--- config.mk ---
export PLATFORM = sky130hd
export DESIGN_NAME = axis_bin_write_scheduler
export DESIGN_NICKNAME = d
export VERILOG_FILES = /design/src/rtl/axis_bin_pkg.sv /design/src/rtl/axis_bin_write_scheduler_rr_arbiter.sv /design/src/rtl/axis_bin_write_scheduler.sv
export SDC_FILE = /design/constraint.sdc
export NUM_CORES = 1
export LEC_CHECK = 0
export BUFFER_PORTS_ARGS = -buffer_cell sky130_fd_sc_hd__buf_2
export CAP_MARGIN = 20
export CORE_MARGIN = 1.5
export CORE_UTILIZATION = 40
export CTS_CLUSTER_DIAMETER = 30
export DETAILED_ROUTE_END_ITERATION = 12
export MAX_ROUTING_LAYER = met4
export PLACE_DENSITY = 0.65
export SKIP_LAST_GASP = 1
export SLEW_MARGIN = 20
export SYNTH_ARGS = -nofsm -noshare
export SYNTH_HDL_FRONTEND = slang
export SYNTH_SLANG_ARGS = --single-unit
export TNS_END_PERCENT = 20
--- constraint.sdc ---
create_clock -name aclk -period 3.5 [get_ports aclk]
set_clock_uncertainty 0.1 [all_clocks]
set_input_delay 0.875 -clock aclk [delete_from_list [all_inputs] [get_ports aclk]]
set_output_delay 0.875 -clock aclk [all_outputs]
set_load 0.02 [all_outputs]
--- src/rtl/axis_bin_pkg.sv ---
// Shared definitions for the bin write scheduler: command word layout,
// FSM state type and the command word builder.
package axis_bin_pkg;

  localparam int HDR_MSB  = 31;
  localparam int HDR_LSB  = 28;
  localparam int CNT_MSB  = 27;
  localparam int CNT_LSB  = 20;
  localparam int ADDR_MSB = 19;
  localparam int ADDR_LSB = 8;
  localparam int NUM_MSB  = 7;
  localparam int NUM_LSB  = 0;

  typedef enum logic [1:0] {
    IDLE = 2'd0,
    SEND = 2'd1
  } state_e;

  function automatic logic [31:0] build_bin_word(input logic [7:0]  cnt,
                                                 input logic [11:0] addr,
                                                 input logic [7:0]  num);
    logic [31:0] w;
    w                   = '0;
    w[HDR_MSB:HDR_LSB]  = 4'h0;
    w[CNT_MSB:CNT_LSB]  = cnt;
    w[ADDR_MSB:ADDR_LSB] = addr;
    w[NUM_MSB:NUM_LSB]  = num;
    return w;
  endfunction

endpackage

--- src/rtl/axis_bin_write_scheduler_rr_arbiter.sv ---
// Combinational round-robin arbiter: grants the first requester at or above
// rr_ptr_i, wrapping modulo NUM_SRC.
module rr_arbiter
  import axis_bin_pkg::*;
#(
  parameter int NUM_SRC = 2,
  parameter int PTR_W   = (NUM_SRC > 1) ? $clog2(NUM_SRC) : 1
) (
  input  logic [NUM_SRC-1:0] req_i,
  input  logic [PTR_W-1:0]   rr_ptr_i,
  output logic [NUM_SRC-1:0] grant_o,
  output logic [PTR_W-1:0]   grant_idx_o,
  output logic               grant_valid_o
);

  logic [PTR_W-1:0] idx;

  // Scan from farthest to nearest so the nearest requester is written last.
  always_comb begin
    grant_o       = '0;
    grant_idx_o   = '0;
    grant_valid_o = 1'b0;
    idx           = '0;
    for (int k = NUM_SRC - 1; k >= 0; k--) begin
      idx = PTR_W'((int'(rr_ptr_i) + k) % NUM_SRC);
      if (req_i[idx]) begin
        grant_o       = '0;
        grant_o[idx]  = 1'b1;
        grant_idx_o   = idx;
        grant_valid_o = 1'b1;
      end
    end
  end

endmodule

--- src/rtl/axis_bin_write_scheduler.sv ---
// Round-robin scheduler feeding the binning RAM with {hdr, fill, addr, num}
// command words. Define BIN_WRAP_EN to let a full bin wrap instead of dropping.
module axis_bin_write_scheduler
  import axis_bin_pkg::*;
#(
  parameter int NUM_SRC   = 2,
  parameter int NUM_BINS  = 8,
  parameter int BIN_DEPTH = 32
) (
  input  logic                   aclk,
  input  logic                   aresetn,
  input  logic [8*NUM_SRC-1:0]   s_axis_tdata,
  input  logic [NUM_SRC-1:0]     s_axis_tvalid,
  output logic [NUM_SRC-1:0]     s_axis_tready,
  output logic [31:0]            m_axis_tdata,
  output logic                   m_axis_tvalid,
  input  logic                   m_axis_tready,
  input  logic                   clear,
  output logic [NUM_BINS-1:0]    bin_full,
  output logic [15:0]            drop_cnt
);

  localparam int PTR_W = (NUM_SRC > 1) ? $clog2(NUM_SRC) : 1;
  localparam int BIN_W = $clog2(NUM_BINS);
  localparam int CNT_W = $clog2(BIN_DEPTH + 1);
  localparam logic [CNT_W-1:0] DEPTH_C = CNT_W'(BIN_DEPTH);

`ifdef BIN_WRAP_EN
  localparam bit WRAP_EN = 1'b1;
`else
  localparam bit WRAP_EN = 1'b0;
`endif

  state_e           state_q;
  logic [31:0]      tdata_q;
  logic             tvalid_q;
  logic [PTR_W-1:0] rr_ptr_q;
  logic [PTR_W-1:0] rr_ptr_d;
  logic [15:0]      drop_cnt_q;
  logic [15:0]      drop_cnt_d;

  logic [NUM_SRC-1:0] grant;
  logic [PTR_W-1:0]   grant_idx;
  logic               grant_valid;
  logic               arb_en;
  logic               accept;
  logic [7:0]         number;
  logic [BIN_W-1:0]   bin;
  logic [11:0]        base_addr;
  logic [CNT_W-1:0]   cnt_all [NUM_BINS];
  logic [CNT_W-1:0]   cur_cnt;
  logic               bin_is_full;
  logic               write;
  logic               drop;
  logic [7:0]         fill;

  rr_arbiter #(
    .NUM_SRC (NUM_SRC),
    .PTR_W   (PTR_W)
  ) u_arb (
    .req_i         (s_axis_tvalid),
    .rr_ptr_i      (rr_ptr_q),
    .grant_o       (grant),
    .grant_idx_o   (grant_idx),
    .grant_valid_o (grant_valid)
  );

  assign arb_en        = (state_q == IDLE) && !clear;
  assign accept        = arb_en && grant_valid;
  assign s_axis_tready = arb_en ? grant : '0;

  always_comb begin
    number = '0;
    for (int k = 0; k < NUM_SRC; k++) begin
      if (grant_idx == PTR_W'(k)) number = s_axis_tdata[8*k +: 8];
    end
  end

  assign bin         = number[7 -: BIN_W];
  assign base_addr   = 12'(bin) * 12'(BIN_DEPTH);
  assign cur_cnt     = cnt_all[bin];
  assign bin_is_full = (cur_cnt == DEPTH_C);
  assign write       = accept && (!bin_is_full || WRAP_EN);
  assign drop        = accept && bin_is_full && !WRAP_EN;
  // A wrapping write restarts the bin, overwriting its oldest entry.
  assign fill        = bin_is_full ? 8'h00 : 8'(cur_cnt);
  assign rr_ptr_d    = (int'(grant_idx) == NUM_SRC - 1) ? '0 : grant_idx + PTR_W'(1);
  assign drop_cnt_d  = (drop_cnt_q == 16'hFFFF) ? drop_cnt_q : drop_cnt_q + 16'd1;

  for (genvar gi = 0; gi < NUM_BINS; gi++) begin : g_bin
    logic [CNT_W-1:0] cnt_q;
    logic             full_q;

    always_ff @(posedge aclk or negedge aresetn) begin
      if (!aresetn) begin
        cnt_q  <= '0;
        full_q <= 1'b0;
      end else begin
        full_q <= (cnt_q == DEPTH_C);
        if (clear) begin
          cnt_q <= '0;
        end else if (write && (bin == BIN_W'(gi))) begin
          cnt_q <= bin_is_full ? CNT_W'(1) : cnt_q + CNT_W'(1);
        end
      end
    end

    assign cnt_all[gi]  = cnt_q;
    assign bin_full[gi] = full_q;
  end

  always_ff @(posedge aclk or negedge aresetn) begin
    if (!aresetn) begin
      state_q    <= IDLE;
      tdata_q    <= '0;
      tvalid_q   <= 1'b0;
      rr_ptr_q   <= '0;
      drop_cnt_q <= '0;
    end else begin
      case (state_q)
        IDLE: begin
          if (accept) begin
            rr_ptr_q <= rr_ptr_d;
            if (write) begin
              tdata_q  <= build_bin_word(fill, base_addr, number);
              tvalid_q <= 1'b1;
              state_q  <= SEND;
            end else if (drop) begin
              drop_cnt_q <= drop_cnt_d;
            end
          end
        end
        SEND: begin
          if (m_axis_tready) begin
            tvalid_q <= 1'b0;
            state_q  <= IDLE;
          end
        end
        default: begin
          tvalid_q <= 1'b0;
          state_q  <= IDLE;
        end
      endcase
    end
  end

  assign m_axis_tdata  = tdata_q;
  assign m_axis_tvalid = tvalid_q;
  assign drop_cnt      = drop_cnt_q;

endmodule

==> metrics.md, run 1 <==
| Metric | Value |
|---|---|
| CP top delay family | `simple AND/OR/NAND/NOR gates` |
| Iteration-0 DRC Markers | `450` |
| Overall power | `0.00284 W` |
| Core Footprint | `13,900 um^2` |
| CP most frequent cell | `buf_4` |
| Die Span Y | `123 um` |
| DRC | `0` |
| Switching share of power | `33.0%` |
| Initial antenna violation count | `0` |
| Area contributors post-synth | `dfrtp_1 38%, nand3_1 5.1%, ha_1 3.7%` |
| Final worst path period need | `3.44 ns` |
| Remaining antenna violation count | `0` |
| CP peak stage delay | `0.59 ns` |
| Worst EP arrival | `3.57 ns` |
| Final hold vios | `0` |
| H-tree levels | `3` |
| Row Count | `43` |
| CP Buf/Inv Count | `4` |
| Total Nets Final | `789` |
| Max VDD drop | `0.000215 V` |
| CP cell instances | `buf_2 -> nor2b_4 -> buf_4 -> buf_4 -> a211oi_1 -> a2bb2oi_1 -> a2111oi_4 -> a2bb2o_4 -> or4b_4 -> buf_12 -> and2_1 -> mux2_2` |
| Final period util | `98.2%` |
| # Max-Cap Violations | `0` |
| Synth Flop Type | `dfrtp_1` |
| Full die area | `15,100 um^2` |
| Layout cell share with drive strength beyond 1 | `26.5%` |
| Iteration count of the initial detailed-routing pass | `5` |
| GRT Total Usage | `22.3%` |
| Global-route wire length before repair | `25,400 um` |
| CTS clock-pin slew for the worst setup and hold paths | `0.06 ns` |
| Gate power share | `27.5%` |
| Clock power frac | `31.7%` |
| CTS tree | `yes` |
| HPWL Detailed | `11,600 um` |
| Kind of critical path | `input port to flip-flop` |
| Leak pwr | `3.16 nW` |
| Vias per cell | `5.64` |
| Longest Clk Path Bufs | `2` |
| Netlist Area Pre-Place | `5740 um^2` |
| Final slew viol count | `0` |
| Setup violators final | `0` |
| Avg Synthesized Cell Area | `8.96 um^2` |
| Cell count after synthesis | `640` |
| Clock Latency Late Sink | `0.35 ns` |
| GP Congestion | `0.992` |
| Ports | `81` |
| Yosys warns | `0` |
| CP max-delay cell | `or4b_4` |
| Run status | `finished, final reports clean` |
| Syn-to-layout area delta | `21.3%` |
| Pre-CTS WS | `-0.360 ns` |
| Largest net degree at the start of global routing | `51` |
| Slew @ Worst Pin | `0.625 ns` |
| Post-synth cell types | `61` |
| Post-synth EDFFs | `0` |
| Largest area contributor in the netlist | `dfrtp_1` |
| Cell with the most instances after synthesis | `dfrtp_1` |
| Initial Util | `41.2%` |
| Cts-stage hold buffer count | `0` |
| Postcts setup bufs | `0` |
| Share of synthesized registers carrying an async set or reset | `100%` |
| Horiz. Die Dim | `123 um` |
| Share of power burned in registers | `40.8%` |
| CTS root buf | `clkbuf_16` |
| WL/cell | `17.0 um` |
| CP Data Required Time | `3.64 ns` |
| Hold WC Path Type | `flip-flop to flip-flop` |
| Crit end category | `flip-flop` |
| CTS buffer count | `9` |
| Setup slack after layout | `0.0643 ns` |
| Hold_ws | `0.377 ns` |
| Slew Limit Headroom | `58.0%` |
| PortBufs | `65` |
| Crit Path Max Fanout | `16` |
| WL final | `15,800 um` |
| Top cells by count, synth | `88 x dfrtp_1, 58 x nand3_1, 42 x nand2_1` |
| Synth Register Bits | `88` |
| Top cell type's share of synthesized area | `38.4%` |
| Max Clk Rate | `0.291 GHz` |
| Seq/Total Area, Yosys | `38.4%` |
| P_sw | `0.000937 W` |
| Int Power | `0.00191 W` |
| Vias in the first global route | `4,931` |
| Vias | `5,264` |
| Diodes inserted | `0` |
| Pwr Density | `408 nW/um^2` |
| Sink Count | `88` |
| Element type at the critical path start | `input port` |
| Total gr overflow | `0` |
[routing by layer]
metal	share of wire, %	global-route usage (%)	up-vias	wire length (um)
met4	2.0	8.07	0	314
met1	46	29.9	2582	7340
met3	3.9	3.53	23	625
met2	48	34.1	140	7560
li1	-	-	2519	-
met5	0	-	-	0
[registers in the layout (all words and copies together), names as in the netlist]
name and cells:
rr_ptr_q 1, m_axis_tvalid 1, drop_cnt 16, g_bin.full_q 8, m_axis_tdata 14, g_bin.cnt_q 48
[what timing repair did]
action                     CTS  global route
resized for setup            1            14
cloned                       0             0
setup endpoints to repair    1            65
[power by group through the flow]
stage | combinational (W) | clock, W | sequential, W
floorplan | 0.000366 | 0 | 0.00125
global placement | 0.000755 | 0 | 0.00117
detailed placement | 0.000764 | 0 | 0.00118
CTS | 0.000768 | 0.000917 | 0.00116
global route | 0.000848 | 0.000952 | 0.00117
finish | 0.000782 | 0.000900 | 0.00116
[final cells by class]
type	instances	area, um^2
Inverter	40	150
Sequential cell	88	2200
Multi-Input combinational cell	463	3130
Tap cell	180	225
Clock inverter	3	18.8
Fill cell	1279	6980
Timing Repair Buffer	148	988
Clock buffer	12	246
[final timing paths]
| kind | start | end | depth (start not counted) | slack [ns] |
|---|---|---|---|---|
| setup / recovery | s_axis_tvalid[0] | g_bin[6].cnt_q[0]$_DFFE_PN0P_ | 12 | 0.06 |
| hold / removal | drop_cnt[12]$_DFFE_PN0P_ | drop_cnt[12]$_DFFE_PN0P_ | 1 | 0.38 |
| setup reg to reg | rr_ptr_q$_DFFE_PN0P_ | g_bin[6].cnt_q[0]$_DFFE_PN0P_ | 9 | 0.16 |
| hold reg to reg | drop_cnt[12]$_DFFE_PN0P_ | drop_cnt[12]$_DFFE_PN0P_ | 1 | 0.38 |
| max in group asynchronous | aresetn | rr_ptr_q$_DFFE_PN0P_ | 2 | 2.24 |
| min in group asynchronous | aresetn | g_bin[6].full_q$_DFF_PN0_ | 1 | 0.41 |
[metrics by stage]
| step | instance area (um^2) | utilization, % | instances | setup TNS [ns] |
|---|---|---|---|---|
| finish | 6960 | 49.9 | 934 | 0 |
| global route | 6960 | 49.9 | 934 | -0.0140 |
| CTS | 6910 | 49.6 | 934 | 0 |
| detailed placement | 6640 | 47.6 | 919 | -18.84 |
| global placement | 6640 | 47.6 | 919 | -14.84 |
| floorplan | 5800 | - | 654 | 0 |
[layout by cell type (no fill, tap or decap), types with 3 or more instances in the layout]
cell type / netlist / final
a211oi_1: 10 / 10
o21ai_1: 5 / 4
xor2_1: 14 / 14
nor4_1: 11 / 11
buf_12: 0 / 3
nor3_1: 12 / 12
inv_1: 39 / 39
o211ai_1: 3 / 3
a22oi_1: 7 / 7
mux2_2: 7 / 7
nand2_1: 42 / 42
clkbuf_16: 0 / 9
nand3_1: 58 / 58
and2_1: 13 / 12
xnor2_1: 7 / 7
a21o_1: 5 / 5
mux2i_1: 8 / 8
buf_4: 27 / 81
o311ai_1: 12 / 11
nand4b_1: 7 / 7
or4_1: 5 / 5
a221o_1: 3 / 3
conb_1: 1 / 15
o21a_1: 4 / 4
o31ai_1: 22 / 22
nor2_1: 23 / 22
buf_2: 10 / 64
nor3_2: 8 / 8
and3_1: 10 / 9
o22ai_1: 7 / 7
o21ai_0: 34 / 33
nand2b_1: 24 / 23
dfrtp_1: 88 / 88
ha_1: 17 / 17
nand4_1: 15 / 15
a21oi_1: 21 / 20
[cells by family (layout without fill, tap and decap cells)]
| group | Yosys count | in the layout | share of synthesized area [%] |
|---|---|---|---|
| AOI/OAI and AO/OA | 152 | 152 | 18.5 |
| xor gates and xnor gates | 21 | 21 | 3.21 |
| adders and majority gates | 17 | 17 | 3.71 |
| buffers and inverters | 103 | 203 | 9.25 |
| DFF | 88 | 88 | 38.4 |
| muxes | 15 | 15 | 2.77 |
| other | 1 | 15 | 0.0654 |
| and+or+nand+nor | 243 | 243 | 24.1 |
No activity file was read; power rests on OpenSTA's default activity.
==> run 2: changes to the inputs <==
Settings changed: CORE_UTILIZATION 40 to 35, PLACE_DENSITY 0.65 to unset.
==> run 2 against run 1 <==
Net effect: worst hold slack better by 0.0042 ns; sequential share of layout area is 0.45 points lower; worst setup slack better by 0.020 ns; maximum frequency is 0.58% higher; total power is 4.8% higher; critical path type unchanged; critical endpoint is now drop_cnt[5]$_DFFE_PN0P_; largest cell class unchanged.
==> metrics.md, run 2 (synthesis gave the netlist of run 1 again) <==
| Metric | Value |
|---|---|
| Final worst path period need | `3.42 ns (was 3.44 ns)` |
| Iteration-0 DRC Markers | `275 (was 450)` |
| WL final | `15,800 um (about the same)` |
| Switching share of power | `31.6% (was 33.0%)` |
| WL/cell | `16.3 um (was 17.0 um)` |
| Hold_ws | `0.381 ns (was 0.377 ns)` |
| Sink Count | `88 (unchanged)` |
| Max Clk Rate | `0.293 GHz (was 0.291 GHz)` |
| Global-route wire length before repair | `25,900 um (was 25,400 um)` |
| CP most frequent cell | `buf_4 (unchanged)` |
| GP Congestion | `0.940 (was 0.992)` |
| Overall power | `0.00298 W (was 0.00284 W)` |
| Vias | `5,156 (was 5,264)` |
| HPWL Detailed | `11,900 um (was 11,600 um)` |
| Worst r2r path cells | `11 (was 9)` |
| Worst R2R Start | `rr_ptr_q$_DFFE_PN0P_ (unchanged)` |
| Crit Path Max Fanout | `20 (was 16)` |
| CP cell instances | `buf_2 -> nor2b_4 -> buf_4 -> nor2_1 -> buf_4 -> o21ai_0 -> a221o_1 -> o22ai_2 -> or4b_4 -> buf_12 -> buf_4 -> nor3_2 -> xor2_1 (was buf_2 -> nor2b_4 -> buf_4 -> buf_4 -> a211oi_1 -> a2bb2oi_1 -> a2111oi_4 -> a2bb2o_4 -> or4b_4 -> buf_12 -> and2_1 -> mux2_2)` |
| Row Count | `46 (was 43)` |
| Most frequent cells in the layout | `88 x dfrtp_1, 79 x buf_4, 64 x buf_2 (was 88 x dfrtp_1, 81 x buf_4, 64 x buf_2)` |
| Gate power share | `26.1% (was 27.5%)` |
| Full die area | `17,200 um^2 (was 15,100 um^2)` |
| Final period util | `97.6% (was 98.2%)` |
| Dpl cells | `954 (was 919)` |
| Hold endpoint | `drop_cnt[6]$_DFFE_PN0P_ (was drop_cnt[12]$_DFFE_PN0P_)` |
| Kind of critical path | `input port to flip-flop (unchanged)` |
| CP Data Required Time | `3.68 ns (was 3.64 ns)` |
| Die Span Y | `131 um (was 123 um)` |
| Run status | `finished, final reports clean (unchanged)` |
| Core Footprint | `15,900 um^2 (was 13,900 um^2)` |
| Commonest non-fill, non-tap cell in the layout | `dfrtp_1 (unchanged)` |
| Final instance area | `7060 um^2 (was 6960 um^2)` |
| CTS tree | `yes (unchanged)` |
| CTS buffer count | `9 (unchanged)` |
| Int Power | `0.00204 W (was 0.00191 W)` |
| Layout cell share with drive strength beyond 1 | `26.7% (was 26.5%)` |
| Share of power burned in registers | `38.9% (was 40.8%)` |
| Total Nets Final | `788 (was 789)` |
| CTS root buf | `clkbuf_16 (unchanged)` |
| Setup violators final | `0 (unchanged)` |
| Leak pwr | `3.18 nW (was 3.16 nW)` |
| # Max-Cap Violations | `0 (unchanged)` |
| Clock Latency Late Sink | `0.35 ns (about the same)` |
| Syn-to-layout area delta | `23.1% (was 21.3%)` |
| Reg with most FFs | `g_bin.cnt_q (unchanged)` |
| Slew @ Worst Pin | `0.575 ns (was 0.625 ns)` |
| Initial antenna violation count | `0 (unchanged)` |
| P_sw | `0.000943 W (was 0.000937 W)` |
| Crit end category | `flip-flop (unchanged)` |
| R2R Setup Slk | `0.22 ns (was 0.16 ns)` |
| Final hold vios | `0 (unchanged)` |
| Element type at the critical path start | `input port (unchanged)` |
| Iteration count of the initial detailed-routing pass | `5 (unchanged)` |
| Ports | `81 (unchanged)` |
| Hold WC Path Type | `flip-flop to flip-flop (unchanged)` |
| Worst EP arrival | `3.59 ns (was 3.57 ns)` |
| Terminus of the critical flop-to-flop path | `drop_cnt[5]$_DFFE_PN0P_ (was g_bin[6].cnt_q[0]$_DFFE_PN0P_)` |
| Max VDD drop | `0.000258 V (was 0.000215 V)` |
| Hold depth | `1 (unchanged)` |
| Initial Util | `36.0% (was 41.2%)` |
| Horiz. Die Dim | `131 um (was 123 um)` |
| HP Start | `drop_cnt[6]$_DFFE_PN0P_ (was drop_cnt[12]$_DFFE_PN0P_)` |
| RSZ-0062 raised after global routing | `false` |
| Clock power frac | `35.0% (was 31.7%)` |
| CP peak stage delay | `0.53 ns (was 0.59 ns)` |
| Total gr overflow | `0 (unchanged)` |
| Pwr Density | `422 nW/um^2 (was 408 nW/um^2)` |
| Largest net degree at the start of global routing | `50 (was 51)` |
| PortBufs | `65 (unchanged)` |
| Max reg flops | `48 (unchanged)` |
| CTS clock-pin slew for the worst setup and hold paths | `0.07 ns (was 0.06 ns)` |
| Slew Limit Headroom | `61.7% (was 58.0%)` |
| Final slew viol count | `0 (unchanged)` |
| Non-Filler Instances | `970 (was 934)` |
| Post-Place Cell Area | `6680 um^2 (was 6640 um^2)` |
| Remaining antenna violation count | `0 (unchanged)` |
| Longest Clk Path Bufs | `2 (unchanged)` |
| Vias per cell | `5.32 (was 5.64)` |
| H-tree levels | `3 (unchanged)` |
| Cts-stage hold buffer count | `0 (unchanged)` |
| CP max-delay cell | `or4b_4 (unchanged)` |
| DRC | `0 (unchanged)` |
| Vias in the first global route | `5,235 (was 4,931)` |
| GRT Total Usage | `19.9% (was 22.3%)` |
-- run 2: how the worst max path moves through the flow --
stage | startpoint | end | depth (start not counted)
2_1_floorplan | s_axis_tdata[13] | drop_cnt[1]$_DFFE_PN0P_ | 11
3_5_place_dp | s_axis_tvalid[0] | drop_cnt[5]$_DFFE_PN0P_ | 12
3_3_place_gp | s_axis_tvalid[0] | g_bin[6].cnt_q[0]$_DFFE_PN0P_ | 11
6_report | s_axis_tvalid[0] | drop_cnt[5]$_DFFE_PN0P_ | 13
4_1_cts | s_axis_tvalid[0] | drop_cnt[5]$_DFFE_PN0P_ | 11
5_1_grt | s_axis_tvalid[1] | g_bin[6].cnt_q[0]$_DFFE_PN0P_ | 12
-- run 2: cell type report --
type | count | area [um^2]
inverter | 40 | 150
fill | 1536 | 8880
multi-input combinational | 463 | 3120
timing repair buffer | 147 | 993
antenna | 1 | 2.50
sequential | 88 | 2200
clock buffer | 9 | 225
tap | 216 | 270
clock inverter | 6 | 92.6
-- run 2: power groups by stage --
stage               logic, W  clock network (W)  registers, W
global placement    0.000749                  0       0.00117
global route        0.000847            0.00112       0.00117
floorplan           0.000366                  0       0.00125
detailed placement  0.000766                  0       0.00118
finish              0.000779            0.00104       0.00116
CTS                 0.000770            0.00107       0.00116
-- run 2: critical path, delay by kind of cell --
| family | cells | cell delay, ns |
|---|---|---|
| buf+inv | 5 | 0.77 |
| compound gates | 3 | 0.71 |
| simple gates | 4 | 1.04 |
| xor+xnor | 1 | 0.17 |
-- run 2: through the flow --
step / setup TNS [ns] / utilization [%] / setup slack [ns]
floorplan: 0 / - / 0.00883
global placement: -19.43 / 41.9 / -0.376
detailed placement: -24.10 / 41.9 / -0.456
CTS: 0 / 43.9 / 0.00946
global route: 0 / 44.3 / 0.00594
finish: 0 / 44.3 / 0.0843
-- run 2: repair_timing --
action | CTS | global route
setup buffers | 0 | 0
endpoints found under the hold margin | 0 | 0
resized for setup | 1 | 14
endpoints found under the setup margin | 24 | 48
-- run 2: per-layer routing --
| metal | part of all wire [%] | vias to the layer above | track usage [%] | routed length [um] |
|---|---|---|---|---|
| met5 | 0 | - | - | 0 |
| met4 | 1.7 | 0 | 6.92 | 268 |
| met3 | 3.1 | 20 | 3.18 | 484 |
| met2 | 51 | 108 | 33.4 | 8000 |
| met1 | 45 | 2510 | 24.3 | 7040 |
| li1 | - | 2518 | - | - |
==> run 3: changes to the inputs <==
Settings changed: BUFFER_PORTS_ARGS -buffer_cell sky130_fd_sc_hd__buf_2 to unset, DONT_BUFFER_PORTS set to 1.
==> run 3 against run 2 <==
Net effect: register-to-register slack worse by 0.06 ns; worst hold slack got worse by 0.26 ns; global-route usage decreased by 0.76 points; cell count decreased by 8.7%; sequential power grew 10%; first-iteration DRC count shrank 2.5%; die area unchanged; critical path depth is 4 lower; core utilization decreased by 3.3 points; combinational power is 36% lower; sequential cell count stayed put; maximum frequency rose by 0.55%; critical endpoint is now g_bin[5].cnt_q[3]$_DFFE_PN0P_.
==> metrics.md, run 3 (synthesis gave the netlist of run 1 again) <==
| Metric | Value |
|---|---|
| Iteration-0 DRC Markers | `268 (was 275)` |
| Vias per cell | `5.51 (was 5.32)` |
| Max reg flops | `48 (unchanged)` |
| Final hold vios | `0 (unchanged)` |
| GP Congestion | `0.885 (was 0.940)` |
| Initial Util | `36.0% (unchanged)` |
| Global-route wire length before repair | `24,700 um (was 25,900 um)` |
| CTS tree | `yes (unchanged)` |
| CP top delay family | `compound AO/OA/AOI/OAI gates (was simple AND/OR/NAND/NOR gates)` |
| WL/cell | `16.9 um (was 16.3 um)` |
| H-tree levels | `3 (unchanged)` |
| CTS root buf | `clkbuf_16 (unchanged)` |
| Largest net degree at the start of global routing | `89 (was 50)` |
| Cts-stage hold buffer count | `0 (unchanged)` |
| Most frequent cells in the layout | `88 x dfrtp_1, 61 x buf_4, 58 x nand3_1 (was 88 x dfrtp_1, 79 x buf_4, 64 x buf_2)` |
| Total Nets Final | `704 (was 788)` |
| Initial antenna violation count | `0 (unchanged)` |
| Diodes inserted | `0 (was 1)` |
| Horiz. Die Dim | `131 um (unchanged)` |
| Util after Layout | `41.0% (was 44.3%)` |
| CP max-delay cell | `or4b_4 (unchanged)` |
| CP peak stage delay | `0.59 ns (was 0.53 ns)` |
| GRT Total Usage | `19.1% (was 19.9%)` |
| Crit path depth | `9 (was 13)` |
| Worst EP arrival | `3.53 ns (was 3.59 ns)` |
| Commonest non-fill, non-tap cell in the layout | `dfrtp_1 (unchanged)` |
| Total gr overflow | `0 (unchanged)` |
| Layout cell share with drive strength beyond 1 | `16.6% (was 26.7%)` |
| Element type at the critical path start | `input port (unchanged)` |
| Max Clk Rate | `0.294 GHz (was 0.293 GHz)` |
| Final slew viol count | `0 (unchanged)` |
| Crit Path Max Fanout | `8 (was 20)` |
| CP Buf/Inv Count | `1 (was 5)` |
| Kind of critical path | `input port to flip-flop (unchanged)` |
| Pwr Density | `432 nW/um^2 (was 422 nW/um^2)` |
| WL final | `15,000 um (was 15,800 um)` |
| Ports | `81 (unchanged)` |
| Worst r2r path cells | `10 (was 11)` |
| Reg with most FFs | `g_bin.cnt_q (unchanged)` |
| Clock Latency Late Sink | `0.36 ns (was 0.35 ns)` |
| CTS-repair resized insts | `0 (was 1)` |
| Final period util | `97.1% (was 97.6%)` |
| Postcts setup bufs | `0 (unchanged)` |
| Row Count | `46 (unchanged)` |
| Max VDD drop | `0.000233 V (was 0.000258 V)` |
| Slew Limit Headroom | `60.0% (was 61.7%)` |
| Setup violators final | `0 (unchanged)` |
| Final instance area | `6540 um^2 (was 7060 um^2)` |
| CP Data Required Time | `3.63 ns (was 3.68 ns)` |
| Leak pwr | `2.77 nW (was 3.18 nW)` |
| Slew @ Worst Pin | `0.596 ns (was 0.575 ns)` |
| Number of fill cells | `1,549 (was 1,536)` |
| CTS clock-pin slew for the worst setup and hold paths | `0.06 ns (was 0.07 ns)` |
| Hold WC Path Type | `input port to asynchronous set/reset pin (was flip-flop to flip-flop)` |
| DRC | `0 (unchanged)` |
| Remaining antenna violation count | `0 (unchanged)` |
| Vias | `4,879 (was 5,156)` |
| Syn-to-layout area delta | `14.0% (was 23.1%)` |
| Longest Clk Path Bufs | `2 (unchanged)` |
| Iteration count of the initial detailed-routing pass | `5 (unchanged)` |
| Final worst path period need | `3.40 ns (was 3.42 ns)` |
| CTS buffer count | `9 (unchanged)` |
| HPWL Detailed | `11,000 um (was 11,900 um)` |
| Sink Count | `88 (unchanged)` |
| Full die area | `17,200 um^2 (unchanged)` |
| Vias in the first global route | `4,843 (was 5,235)` |
| PortBufs | `0 (was 65)` |
| Post-Place Cell Area | `6190 um^2 (was 6680 um^2)` |
| CP cell instances | `nor2b_2 -> o21ai_1 -> nand2_1 -> a2111oi_4 -> a2bb2o_4 -> or4b_4 -> buf_4 -> and2_1 -> o311ai_1 (was buf_2 -> nor2b_4 -> buf_4 -> nor2_1 -> buf_4 -> o21ai_0 -> a221o_1 -> o22ai_2 -> or4b_4 -> buf_12 -> buf_4 -> nor3_2 -> xor2_1)` |
| Run status | `finished, final reports clean (unchanged)` |
| Crit end category | `flip-flop (unchanged)` |
| Die Span Y | `131 um (unchanged)` |
| # Max-Cap Violations | `0 (unchanged)` |
| Core Footprint | `15,900 um^2 (unchanged)` |
==> run 3: final timing paths <==
check	start	endpoint	slack, ns
max in group asynchronous	aresetn	drop_cnt[7]$_DFFE_PN0P_	2.96
hold reg to reg	g_bin[0].cnt_q[4]$_DFFE_PN0P_	g_bin[0].full_q$_DFF_PN0_	0.38
setup / recovery	s_axis_tvalid[0]	g_bin[5].cnt_q[3]$_DFFE_PN0P_	0.10
min in group aclk	g_bin[0].cnt_q[4]$_DFFE_PN0P_	g_bin[0].full_q$_DFF_PN0_	0.38
hold / removal	aresetn	g_bin[4].full_q$_DFF_PN0_	0.12
setup reg to reg	rr_ptr_q$_DFFE_PN0P_	g_bin[5].cnt_q[3]$_DFFE_PN0P_	0.16
==> run 3: power by group <==
group / total [W] / switching, W / internal, W
logic: 0.000502 / 0.000275 / 0.000227
registers: 0.00128 / 0.000181 / 0.00109
clock network: 0.00105 / 0.000420 / 0.000625
total: 0.00282 / 0.000876 / 0.00195
==> run 3: worst register-to-register path, stage by stage (launching register included) <==
cell	delay (ns)
dfrtp_1	0.42
nand2b_1	0.19
buf_4	0.18
and3_1	0.25
or2_1	0.30
a221o_1	0.42
o22ai_2	0.15
or4b_4	0.54
buf_4	0.19
and2_1	0.19
o311ai_1	0.30
==> run 3: final cells by class <==
| cell class | instances | area [um^2] | share of cell area (%) |
|---|---|---|---|
| clock buffer | 9 | 225 | 3.44 |
| inverter | 40 | 150 | 2.30 |
| tap | 216 | 270 | 4.13 |
| timing repair buffer | 63 | 498 | 7.62 |
| sequential | 88 | 2200 | 33.7 |
| clock inverter | 7 | 93.8 | 1.44 |
| multi-input combinational | 463 | 3100 | 47.4 |
==> run 3: per-stage QoR <==
step	std cells	hold WS, ns	setup slack (ns)	TNS, ns	power, W
global placement	870	0.363	-0.311	-15.24	0.00177
finish	886	0.121	0.103	0	0.00282
detailed placement	870	0.371	-0.350	-17.99	0.00179
global route	886	0.101	-0.000628	-0.000628	0.00296
CTS	886	0.104	0.0170	0	0.00284
floorplan	654	0.342	0.00883	0	0.00162
==> run 3: layer usage <==
metal	global-route usage [%]	share of wire (%)
met1	23.2	43
met4	7.37	2.6
met2	31.4	50
met5	-	0
met3	3.66	4.5
